File: src/rtl/frame_scanout_reader.sv
// ============================================================================
// frame_scanout_reader
//   Reads an RGB565 frame out of SD_RAM one word at a time.
//   Each word is buffered in a small FIFO, expanded to 8-bit R/G/B,
//   and streamed out with valid/ready flow control.
//   Revision: 1.0
// ============================================================================
`default_nettype none

module frame_scanout_reader #(
    parameter logic [31:0] BASE_ADDR  = 32'h0,
    parameter int          ADDR_STEP  = 2,
    parameter int          NUM_PIXELS = 256,
    parameter int          FIFO_DEPTH = 4
) (
    input  logic        clk,
    input  logic        n_rst,
    input  logic        frame_ready,
    output logic        SD_read,
    output logic [31:0] SD_address,
    input  logic [15:0] SD_rdata,
    input  logic        SD_rvalid,
    output logic [7:0]  pix_r,
    output logic [7:0]  pix_g,
    output logic [7:0]  pix_b,
    output logic        pix_valid,
    input  logic        pix_ready,
    output logic        pix_last,
    output logic        busy,
    output logic        frame_done,
    output logic        overrun
);

    localparam int              CW       = $clog2(NUM_PIXELS);
    localparam int              PW       = $clog2(FIFO_DEPTH);
    localparam logic [CW-1:0]   LAST_IDX = CW'(NUM_PIXELS - 1);
    localparam logic [31:0]     STEP     = 32'(ADDR_STEP);
    localparam logic [PW:0]     DEPTH_C  = (PW + 1)'(FIFO_DEPTH);

    typedef enum logic [2:0] {
        S_IDLE  = 3'd0,
        S_REQ   = 3'd1,
        S_WAIT  = 3'd2,
        S_DRAIN = 3'd3,
        S_DONE  = 3'd4
    } state_t;

    state_t         state;
    state_t         state_nx;
    logic [CW-1:0]  req_cnt;
    logic [CW-1:0]  out_cnt;
    logic [15:0]    mem [FIFO_DEPTH];
    logic [PW-1:0]  wr_ptr;
    logic [PW-1:0]  rd_ptr;
    logic [PW:0]    count;
    logic [15:0]    head;
    logic           push;
    logic           pop;
    logic [PW:0]    occ_after_pop;

    assign push          = (state == S_REQ) && SD_rvalid;
    assign pix_valid     = (count != '0);
    assign pop           = pix_valid && pix_ready;
    assign occ_after_pop = count - {{PW{1'b0}}, pop};
    assign head          = mem[rd_ptr];

    // Bit replication so full-scale 5/6-bit codes map to 8'hFF.
    assign pix_r      = {head[15:11], head[15:13]};
    assign pix_g      = {head[10:5],  head[10:9]};
    assign pix_b      = {head[4:0],   head[4:2]};
    assign pix_last   = pix_valid && (out_cnt == LAST_IDX);
    assign SD_read    = (state == S_REQ);
    assign busy       = (state != S_IDLE);
    assign frame_done = (state == S_DONE);

    always_comb begin
        state_nx = state;
        case (state)
            S_IDLE:  if (frame_ready) state_nx = S_REQ;
            S_REQ:   if (SD_rvalid) state_nx = (req_cnt == LAST_IDX) ? S_DRAIN : S_WAIT;
            // Issue the next read only when its data is sure to fit.
            S_WAIT:  if (occ_after_pop < DEPTH_C) state_nx = S_REQ;
            S_DRAIN: if (pop && pix_last) state_nx = S_DONE;
            S_DONE:  state_nx = S_IDLE;
            default: state_nx = S_IDLE;
        endcase
    end

    always_ff @(posedge clk or negedge n_rst) begin
        if (!n_rst) begin
            state      <= S_IDLE;
            req_cnt    <= '0;
            out_cnt    <= '0;
            SD_address <= BASE_ADDR;
            overrun    <= 1'b0;
        end else begin
            state <= state_nx;
            if (frame_ready) begin
                if (state == S_IDLE) begin
                    req_cnt    <= '0;
                    out_cnt    <= '0;
                    overrun    <= 1'b0;
                    SD_address <= BASE_ADDR;
                end else begin
                    overrun <= 1'b1;
                end
            end
            if (push) begin
                SD_address <= SD_address + STEP;
                if (req_cnt != LAST_IDX) req_cnt <= req_cnt + CW'(1);
            end
            if (pop) out_cnt <= out_cnt + CW'(1);
        end
    end

    always_ff @(posedge clk or negedge n_rst) begin
        if (!n_rst) begin
            for (int i = 0; i < FIFO_DEPTH; i++) mem[i] <= '0;
            wr_ptr <= '0;
            rd_ptr <= '0;
            count  <= '0;
        end else begin
            if (push) begin
                mem[wr_ptr] <= SD_rdata;
                wr_ptr      <= wr_ptr + PW'(1);
            end
            if (pop) rd_ptr <= rd_ptr + PW'(1);
            case ({push, pop})
                2'b10:   count <= count + (PW + 1)'(1);
                2'b01:   count <= count - (PW + 1)'(1);
                default: count <= count;
            endcase
        end
    end

endmodule

`default_nettype wire

File: config.mk
export PLATFORM = sky130hd
export DESIGN_NAME = frame_scanout_reader
export DESIGN_NICKNAME = d
export VERILOG_FILES = /design/src/rtl/frame_scanout_reader.sv
export SDC_FILE = /design/constraint.sdc
export NUM_CORES = 1
export LEC_CHECK = 0
export ABC_AREA = 1
export CORE_MARGIN = 4
export CORE_UTILIZATION = 25
export CTS_CLUSTER_DIAMETER = 150
export CTS_CLUSTER_SIZE = 10
export DETAILED_ROUTE_END_ITERATION = 8
export SLEW_MARGIN = 20
export SYNTH_ARGS = -nofsm -noshare
export SYNTH_HDL_FRONTEND = slang
export SYNTH_SLANG_ARGS = --single-unit
File: constraint.sdc
create_clock -name clk -period 2.1 [get_ports clk]
set_clock_uncertainty 0.15 [all_clocks]
set_input_delay 0.315 -clock clk [delete_from_list [all_inputs] [get_ports clk]]
set_output_delay 0.315 -clock clk [all_outputs]
set_load 0.1 [all_outputs]
---- Yosys cells after proc, flatten, opt, wreduce, memory -nomap -nowiden ----
Cells that the tools add are included.
word-level totals
  output and inout bits ................... 62
  flip-flop bits (word level) ............. 123
  logic and storage cells ................. 79
  input port bits ......................... 21
cells by class
  reduce and logical (&&, ||, !) cells .... 16
  eq/ne operators ......................... 13
  add/subtract/negate cells ............... 8
  order comparisons ....................... 4
  bitwise operators ....................... 2
  mux-type cells .......................... 24
operators by type and width
  cell                                                                    number
  32-bit two-way mux                                                      3
  64-bit bitwise mux                                                      1
  8-bit two-way mux                                                       7
  16-bit two-way mux                                                      3
  32-bit by 2-bit adder with 32-bit output (second input constant)        1
  16-bit binary-select mux with 2-bit select                              1
  16-bit demux with 2-bit select                                          1
  8-bit by 1-bit adder with 8-bit output (second input constant)          2
  8-bit equality test (second input constant)                             2
  3-bit two-way mux                                                       4
  3-bit one-hot mux with 4 select lines                                   1
  2-bit nonzero test                                                      5
  8-bit inequality test (second input constant)                           1
  3-bit by 2-bit equality test with 1-bit output (second input constant)  2
  3-bit greater-or-equal comparator (second input constant)               2
  2-bit inequality test (second input constant)                           3
  2-bit inverter with 3-bit output                                        2
  3-bit one-hot mux with 2 select lines                                   1
  3-bit nonzero test                                                      2
  1-bit logical AND                                                       5
  2-bit by 1-bit adder with 2-bit output (second input constant)          2
  2-bit AND reduction                                                     2
  4-bit AND reduction                                                     1
  3-bit by 1-bit adder with 3-bit output (second input constant)          1
  other kinds (11)                                                        12

---- Depth between registers and ports, before layout ----
Gate-level depths: netlist (run 1).
  word-level depth ........................ 6
  mapped depth ............................ 10
  depth with buffers taken out ............ 10

---- Worst setup path before layout (run 1) ----
Ideal clock, no wire load.
  path type ............................... register to output
  start ................................... register rd_ptr[0]
  end ..................................... output pix_r[6]
  slack ................................... -1.287 ns
  arrival time ............................ 2.922 ns
  data required time ...................... 1.635 ns
  buffers on the path ..................... 2
  cell stages (with the launch flop) ...... 6
  cells stage by stage .................... dfrtp_1 > inv_1 > clkbuf_1 > o21ai_0 > o22ai_1 > buf_4
between the ends
  cells in the longest elaborated chain, start to end .. 4
ends and longest elaborated chain
  what                                                    RTL line  source
  start, declared                                         54        logic [PW-1:0] rd_ptr;
  start signal, assigned                                  127       if (pop) rd_ptr <= rd_ptr + PW'(1);
  2-bit inverter with 3-bit output (implied by the code)  65        assign head = mem[rd_ptr];
  16-bit binary-select mux with 2-bit select              65
  16-bit two-way mux (implied by the code) (2 in series)  65
  end, declared                                           23        output logic [7:0] pix_r,
Every way passes these cells. The select of a mux whose other input is x is not followed.

---- Worst setup path in the final report (run 1) ----
  start ................................... register rd_ptr[0]
  end ..................................... output pix_r[3]
The elaborated chain is that of the path after synthesis.

==> qor.log, run 1 <==
INFO  run_status     run_status=complete, but fails checks
INFO  run_status     violations=setup timing
INFO  timing         fmax=468.8MHz
INFO  drt            vias_per_cell=4.490
INFO  synth          ys_top_cells_by_count=sky130_fd_sc_hd__nand2_1, sky130_fd_sc_hd__dfrtp_1, sky130_fd_sc_hd__nor2_1, sky130_fd_sc_hd__inv_1, sky130_fd_sc_hd__o21ai_1
INFO  floorplan      ios=83
INFO  setup_path     critical_path_arrival=1.67ns
INFO  floorplan      die_area=27840squm
INFO  drt            drt_iter0_markers=289
INFO  drt            drt_wl_total=17320microns
INFO  synth          synth_async_sr_flop_share=100.0%
INFO  synth          netlist_area=6309squm
INFO  timing         period_share=101.6%
INFO  clocking       clk_path_buf_depth=2
INFO  clocking       insertion_delay=0.42ns
INFO  pwr            max-vdd-ir-drop=2.156mV
INFO  timing         post-route-min-period=2.133ns
INFO  clocking       tritoncts.num_buffers=17
INFO  setup_path     critical_path.max_stage_delay=0.45ns
INFO  global_routing grt_max_degree=64
INFO  placement      hpwl=11710microns
INFO  synth          synth_cells=837
INFO  pwr            cellLeakagePower=4.103nW
INFO  timing         setup_ws=-0.03333ns
INFO  floorplan      fp.dieW=166.9microns
INFO  synth          syn_nets=867
INFO  setup_path     cp_top_family=buffers and inverters
INFO  drt            avgRoutedWirePerCell=13.48microns
INFO  synth          synth_most_common_cell=sky130_fd_sc_hd__nand2_1
INFO  floorplan      initial_util=25.64%
INFO  setup_path     cp_cell_sequence=clkinv_4 -> clkbuf_16 -> nor2_1 -> o22ai_2 -> buf_12
INFO  timing         timing.setup.tns=-0.1384ns
INFO  timing         finalMaxSlewViolations=0
INFO  placement      dp_worst_setup_slack=-0.1223ns
INFO  timing         rsz_0062_raised_after_global_routing=true
INFO  setup_path     timing.critical_path.fanout_max=7
INFO  placement      placement.io_buffers=81
INFO  run            cap_violations=0
INFO  synth          synth_largest_type_area_fraction=48.39%
INFO  timing         holdWs=0.1463ns
INFO  drt            vias=5770
INFO  clocking       clockRootBuffer=sky130_fd_sc_hd__clkbuf_16
INFO  layout         final_net_count=978
INFO  synth          synth.ff_latch_count=122
INFO  layout         fill_cells=2537
INFO  clocking       tritoncts_num_sinks=122
INFO  setup_path     path_buf_inv=3
INFO  global_routing globalRouteOverflowTotal=0
INFO  global_routing grt_antenna_before_repair=0
INFO  global_routing grt.total_usage=12.77%
INFO  layout         postLayoutCellArea=9159squm
INFO  floorplan      core_area=24600squm
INFO  timing         setup-violations-final=8
INFO  timing         timing_hold_violations_final=0
INFO  synth          ys.flop_type=sky130_fd_sc_hd__dfrtp_1
INFO  synth          number_of_enable_flip_flop_cells_after_synthesis=0
INFO  clocking       tritoncts=yes
INFO  layout         diodes=0
INFO  setup_path     worst_setup_path_start_kind=flip-flop
INFO  global_routing number_of_global_route_vias_before_repair=5776
INFO  placement      post_dp_cell_area=8200squm
INFO  global_routing grt_first_pass_wirelength=29270microns
INFO  synth          seq_area_frac_synth=48.39%
INFO  synth          ys_types=32
INFO  drt            postRouteAntennaNets=0
INFO  worst_hold_path min_path_type=in -> async
INFO  floorplan      vertical_die_dimension=166.9microns
INFO  layout         final_layout_size_suffix_gt1_share=21.64%
INFO  synth          syn_avg_cell_area=7.537squm
INFO  layout         flow.area_growth_from_synthesis=45.18%
INFO  clocking       h-tree-depth=4
INFO  synth          largest_cells_by_area_after_synthesis=sky130_fd_sc_hd__dfrtp_1, sky130_fd_sc_hd__nand2_1, sky130_fd_sc_hd__nor2_1
INFO  setup_path     timing.critical_path.required=1.63ns
INFO  setup_path     timing_worst_setup_path_type=reg -> out
INFO  synth          synth_top_area_cell=sky130_fd_sc_hd__dfrtp_1
INFO  drt            detailedRoute.firstPassIterationCount=5
INFO  clocking       cts.reportedPaths.clkPinSlew=0.06ns
INFO  floorplan      floorplan.rows=57
INFO  pwr            p_per_area=1850nW/um^2
INFO  setup_path     endpoint_kind=output pin
INFO  setup_path     critical_path.slowest_cell=sky130_fd_sc_hd__dfrtp_2
INFO  placement      globalplace.congestion=0.8398
INFO  drt            remaining_drc_errors=0
INFO  synth          synth_warnings=0
## repair_timing
item	4_1_cts	5_1_grt
hold buffers	1	0
gates cloned	2	1
pin swaps	13	15
endpoints found under the setup margin	25	27
buffers inserted	13	4
endpoints found under the hold margin	122	0
gates resized for setup	26	46
## worst register-to-register path: stages, from the launching register on
cell                      delay, ns
sky130_fd_sc_hd__dfrtp_1       0.36
sky130_fd_sc_hd__ha_2          0.20
sky130_fd_sc_hd__nand2_2       0.05
sky130_fd_sc_hd__inv_2         0.06
sky130_fd_sc_hd__nand4_1       0.15
sky130_fd_sc_hd__buf_4         0.19
sky130_fd_sc_hd__buf_4         0.13
sky130_fd_sc_hd__buf_4         0.12
sky130_fd_sc_hd__buf_4         0.12
sky130_fd_sc_hd__buf_4         0.13
sky130_fd_sc_hd__nor2_4        0.07
sky130_fd_sc_hd__nor2_1        0.05
sky130_fd_sc_hd__a21oi_1       0.11
## state kept, by name, summed over array words and instances (netlist names)
| signal | flops |
|---|---|
| mem | 64 |
| SD_address | 31 |
| out_cnt | 8 |
| req_cnt | 8 |
| count | 3 |
| state | 3 |
| rd_ptr | 2 |
| wr_ptr | 2 |
| overrun | 1 |
## report_power, final
| part | internal [mW] | switching [mW] | leakage, nW | total, mW |
|---|---|---|---|---|
| logic | 3.70 | 6.60 | 2.23 | 10.3 |
| clock network | 1.81 | 1.18 | 0.290 | 2.99 |
| registers | 3.12 | 0.535 | 1.58 | 3.65 |
| total | 8.63 | 8.32 | 4.10 | 16.9 |
## routing by layer
layer  vias to the layer above  GRT usage, %  share of wire, %
li1                       2921             -                 -
met1                      2706         16.95                47
met2                       127         20.92                48
met3                        16         2.939               4.5
met4                         0         3.629              0.95
met5                         -             0                 0
## layout by cell type (no fill, tap or decap), drive strengths merged, types with 5 or more instances in the layout
cell type and n:
nand2 238, dfrtp 122, o21ai 121, nor2 116, buf 106, inv 87, nand3 57, clkdlybuf4s50 19
clkbuf 19, o22ai 16, a21oi 15, ha 8, xor2 6, nand4 6, nor3 5, clkinv 5
## logic make-up after synthesis
kind of cell    count (synthesis)  share of synthesized area, %
simple gates                  424                         27.67
fa+ha+maj                       9                         1.904
flops                         122                         48.39
other cells                     1                       0.05944
xor+xnor                        8                         1.111
compound gates                156                         12.89
buf+inv                       117                         7.973
## final timing paths
kind | start | to | slack [ns] | depth (start not counted)
hold / removal | n_rst | mem[50]$_DFFE_PN0P_ | 0.15 | 2
setup reg to reg | out_cnt[1]$_DFFE_PN0P_ | out_cnt[6]$_DFFE_PN0P_ | 0.17 | 12
max in group asynchronous | n_rst | SD_address[12]$_DFFE_PN0P_ | 1.04 | 3
hold reg to reg | out_cnt[6]$_DFFE_PN0P_ | out_cnt[6]$_DFFE_PN0P_ | 0.32 | 1
setup / recovery | rd_ptr[0]$_DFFE_PN0P_ | pix_r[3] | -0.03 | 5
min in group clk | out_cnt[6]$_DFFE_PN0P_ | out_cnt[6]$_DFFE_PN0P_ | 0.32 | 1
## metrics by stage
step                std cells  utilization [%]  power (mW)
finish                   1285            37.22       16.95
global placement         1232            33.33       13.20
global route             1285            37.22       17.78
CTS                      1280            36.49       16.70
detailed placement       1232            33.33       13.33
floorplan                 837                -       10.64
## layout make-up
type | count | area [sq um] | share of cell area [%]
flip-flops and latches | 122 | 3058 | 33.39
multi-input cells | 598 | 3058 | 33.39
repair buffers | 127 | 1714 | 18.72
clock buffers | 18 | 439.2 | 4.795
well taps | 324 | 405.4 | 4.426
inverters | 82 | 322.8 | 3.525
clock inverters | 14 | 161.4 | 1.762
(Power assumes the default switching activity.)
==> run 2, diff against run 1 <==
--- a/config.mk
+++ b/config.mk
@@ -8,9 +8,11 @@
 export ABC_AREA = 1
 export CORE_MARGIN = 4
 export CORE_UTILIZATION = 25
+export CTS_BUF_LIST = sky130_fd_sc_hd__clkbuf_4 sky130_fd_sc_hd__clkbuf_8
 export CTS_CLUSTER_DIAMETER = 150
 export CTS_CLUSTER_SIZE = 10
 export DETAILED_ROUTE_END_ITERATION = 8
+export HOLD_SLACK_MARGIN = 0.12
 export SLEW_MARGIN = 20
 export SYNTH_ARGS = -nofsm -noshare
 export SYNTH_HDL_FRONTEND = slang
==> run 2 against run 1 <==
Compared with the run above:
- the run still ends with setup timing left
- total power shrank 4.6%
- global-route usage is essentially flat
- critical path depth unchanged
- largest cell class is now multi-input combinational cells
- highest routed layer unchanged
==> qor.log, run 2 (synthesized netlist as in run 1, its figures left out) <==
INFO  drt            avgRoutedWirePerCell=13.44microns
INFO  floorplan      initial_util=25.64%
INFO  setup_path     timing.critical_path.fanout_max=7
INFO  setup_path     startpoint=rd_ptr[0]$_DFFE_PN0P_
INFO  timing         period_share=102.9%
INFO  run_status     violations=setup timing
INFO  global_routing globalRouteOverflowTotal=0
INFO  placement      placement.io_buffers=81
INFO  run_status     run_status=complete, but fails checks
INFO  setup_path     timing_worst_setup_path_type=reg -> out
INFO  layout         largest_register_ff_count=64
INFO  drt            drt_iter0_markers=257
INFO  floorplan      core_area=24600squm
INFO  floorplan      vertical_die_dimension=166.9microns
INFO  timing         setup-violations-final=19
INFO  layout         final_layout_size_suffix_gt1_share=21.93%
INFO  layout         final_net_count=979
INFO  setup_path     worst-r2r-setup-slack=0.05ns
INFO  floorplan      ios=83
INFO  setup_path     r2r-start=out_cnt[1]$_DFFE_PN0P_
INFO  setup_path     worst_setup_path_start_kind=flip-flop
INFO  global_routing grt_first_pass_wirelength=29360microns
INFO  clocking       insertion_delay=0.45ns
INFO  setup_path     endpoint_kind=output pin
INFO  pwr            cellLeakagePower=4.022nW
INFO  pwr            p_per_area=1799nW/um^2
INFO  setup_path     timing.critical_path.required=1.63ns
INFO  floorplan      floorplan.rows=57
INFO  clocking       h-tree-depth=4
INFO  layout         finalNonFillerCells=1286
INFO  layout         fill_cells=2546
INFO  timing         fmax=462.8MHz
INFO  clocking       tritoncts.num_buffers=17
INFO  drt            vias=5812
INFO  timing         finalMaxSlewViolations=0
INFO  global_routing number_of_global_route_vias_before_repair=5764
INFO  worst_hold_path min_path_type=in -> async
INFO  setup_path     worstRegToRegCells=13
INFO  layout         most_common_library_cell_in_the_layout_ignoring_fill_and_taps=sky130_fd_sc_hd__nand2_1
INFO  timing         setup_ws=-0.06055ns
INFO  global_routing grt.total_usage=12.80%
INFO  clocking       clockRootBuffer=sky130_fd_sc_hd__clkbuf_8
INFO  layout         leading_cell_types_in_the_layout_fill_and_taps_excluded=sky130_fd_sc_hd__nand2_1, sky130_fd_sc_hd__dfrtp_1, sky130_fd_sc_hd__nor2_1
INFO  run            cap_violations=0
INFO  setup_path     worst_setup_path_endpoint=pix_g[1]
INFO  placement      numPlacedInstances=1232
INFO  layout         flow.area_growth_from_synthesis=42.48%
INFO  floorplan      fp.dieW=166.9microns
INFO  clocking       cts.reportedPaths.clkPinSlew=0.09ns
INFO  timing         rsz_0062_raised_after_global_routing=true
INFO  placement      dp_worst_setup_slack=-0.1223ns
INFO  layout         register_area=3058squm
INFO  placement      hpwl=11710microns
INFO  global_routing grt_max_degree=64
INFO  setup_path     critical_path_arrival=1.70ns
INFO  clocking       clk_path_buf_depth=2
INFO  layout         biggest_regs=mem: 64 flops, SD_address: 31 flops
INFO  setup_path     critical_path.slowest_cell=sky130_fd_sc_hd__dfrtp_2
INFO  timing         timing_hold_violations_final=0
INFO  drt            vias_per_cell=4.519
INFO  clocking       tritoncts=yes
INFO  layout         diodes=0
INFO  layout         multiInputGateArea=3062squm
INFO  drt            remaining_drc_errors=0
INFO  setup_path     cp_cell_sequence=clkinv_4 -> clkbuf_16 -> nor2_1 -> o22ai_4 -> buf_12
INFO  global_routing grt_antenna_before_repair=0
INFO  setup_path     timing.rr.end=out_cnt[6]$_DFFE_PN0P_
INFO  clocking       tritoncts_num_sinks=122
INFO  drt            detailedRoute.firstPassIterationCount=5
INFO  placement      globalplace.congestion=0.8398
INFO  drt            drt_wl_total=17280microns
INFO  timing         post-route-min-period=2.161ns
INFO  pwr            max-vdd-ir-drop=2.211mV
INFO  floorplan      die_area=27840squm
INFO  layout         top_register=mem
INFO  setup_path     critical_path.max_stage_delay=0.45ns
INFO  drt            postRouteAntennaNets=0
INFO  timing         timing.setup.tns=-0.6042ns
## run 2: cell count changes in the layout (fill, tap and decap cells not counted), moves of 2 or more
cell	before	now
sky130_fd_sc_hd__clkbuf_16	18	1
sky130_fd_sc_hd__clkbuf_8	1	18
sky130_fd_sc_hd__nor2_1	103	99
sky130_fd_sc_hd__nor2_2	9	12
sky130_fd_sc_hd__o21ai_1	86	89
sky130_fd_sc_hd__buf_6	4	2
sky130_fd_sc_hd__o21ai_0	22	20
## run 2: timing repair
item / 4_1_cts / 5_1_grt
endpoints found under the setup margin: 25 / 27
hold buffers: 2 / 0
hold endpoints to repair: 122 / 0
pin swaps: 17 / 13
gates resized for setup: 37 / 37
setup buffers: 13 / 4
cloned: 2 / 1
## run 2: power breakdown
group,switching (mW),total [mW],internal (mW)
Clock,1.10,2.22,1.11
Sequential,0.538,3.65,3.11
Combinational,6.60,10.3,3.70
Total,8.24,16.2,7.93
## run 2: worst max-delay path: cells and delay by family, from the launching register on
family,cells,cell delay [ns]
flops,1,0.45
buf+inv,3,0.49
simple gates,1,0.07
compound gates,1,0.24
## run 2: how the worst min path moves through the flow
stage / endpoint / cells past startpoint / slack [ns] / start
after floorplan: SD_address[10]$_DFFE_PN0P_ / 0 / -0.13 / n_rst
after global placement: mem[50]$_DFFE_PN0P_ / 1 / 0.03 / n_rst
after detailed placement: mem[50]$_DFFE_PN0P_ / 1 / 0.03 / n_rst
after CTS: mem[4]$_DFFE_PN0P_ / 3 / 0.26 / n_rst
after global routing: mem[52]$_DFFE_PN0P_ / 3 / 0.27 / n_rst
final: mem[52]$_DFFE_PN0P_ / 3 / 0.27 / n_rst
## run 2: cell type report
type / count / area share (%)
Sequential cell: 122 / 34.02
Clock inverter: 14 / 1.796
Timing Repair Buffer: 128 / 19.27
Clock buffer: 18 / 2.756
Tap cell: 324 / 4.510
Multi-Input combinational cell: 598 / 34.06
Inverter: 82 / 3.591
## run 2: per-layer routing
metal,vias up,share of wire (%),track usage [%]
met5,-,0,0
met4,0,1.1,3.166
met3,20,4.9,3.318
met2,146,47,20.82
met1,2734,47,17.09
li1,2912,-,-
## run 2: metrics by stage
stage | power [mW] | util (%) | instance area [sq um] | hold WS, ns
after global placement | 13.20 | 33.33 | 8200 | 0.02730
after detailed placement | 13.33 | 33.33 | 8200 | 0.03074
after global routing | 17.00 | 36.53 | 8989 | 0.2737
after CTS | 15.98 | 35.90 | 8833 | 0.2566
after floorplan | 10.64 | - | 6648 | -0.1306
final | 16.17 | 36.53 | 8989 | 0.2679
==> run 3, diff against run 2 <==
--- a/config.mk
+++ b/config.mk
@@ -6,6 +6,7 @@
 export NUM_CORES = 1
 export LEC_CHECK = 0
 export ABC_AREA = 1
+export CAP_MARGIN = 10
 export CORE_MARGIN = 4
 export CORE_UTILIZATION = 25
 export CTS_BUF_LIST = sky130_fd_sc_hd__clkbuf_4 sky130_fd_sc_hd__clkbuf_8
==> results of run 3 <==
Same layout as run 2: the final DEF is identical, and so are final timing and power.
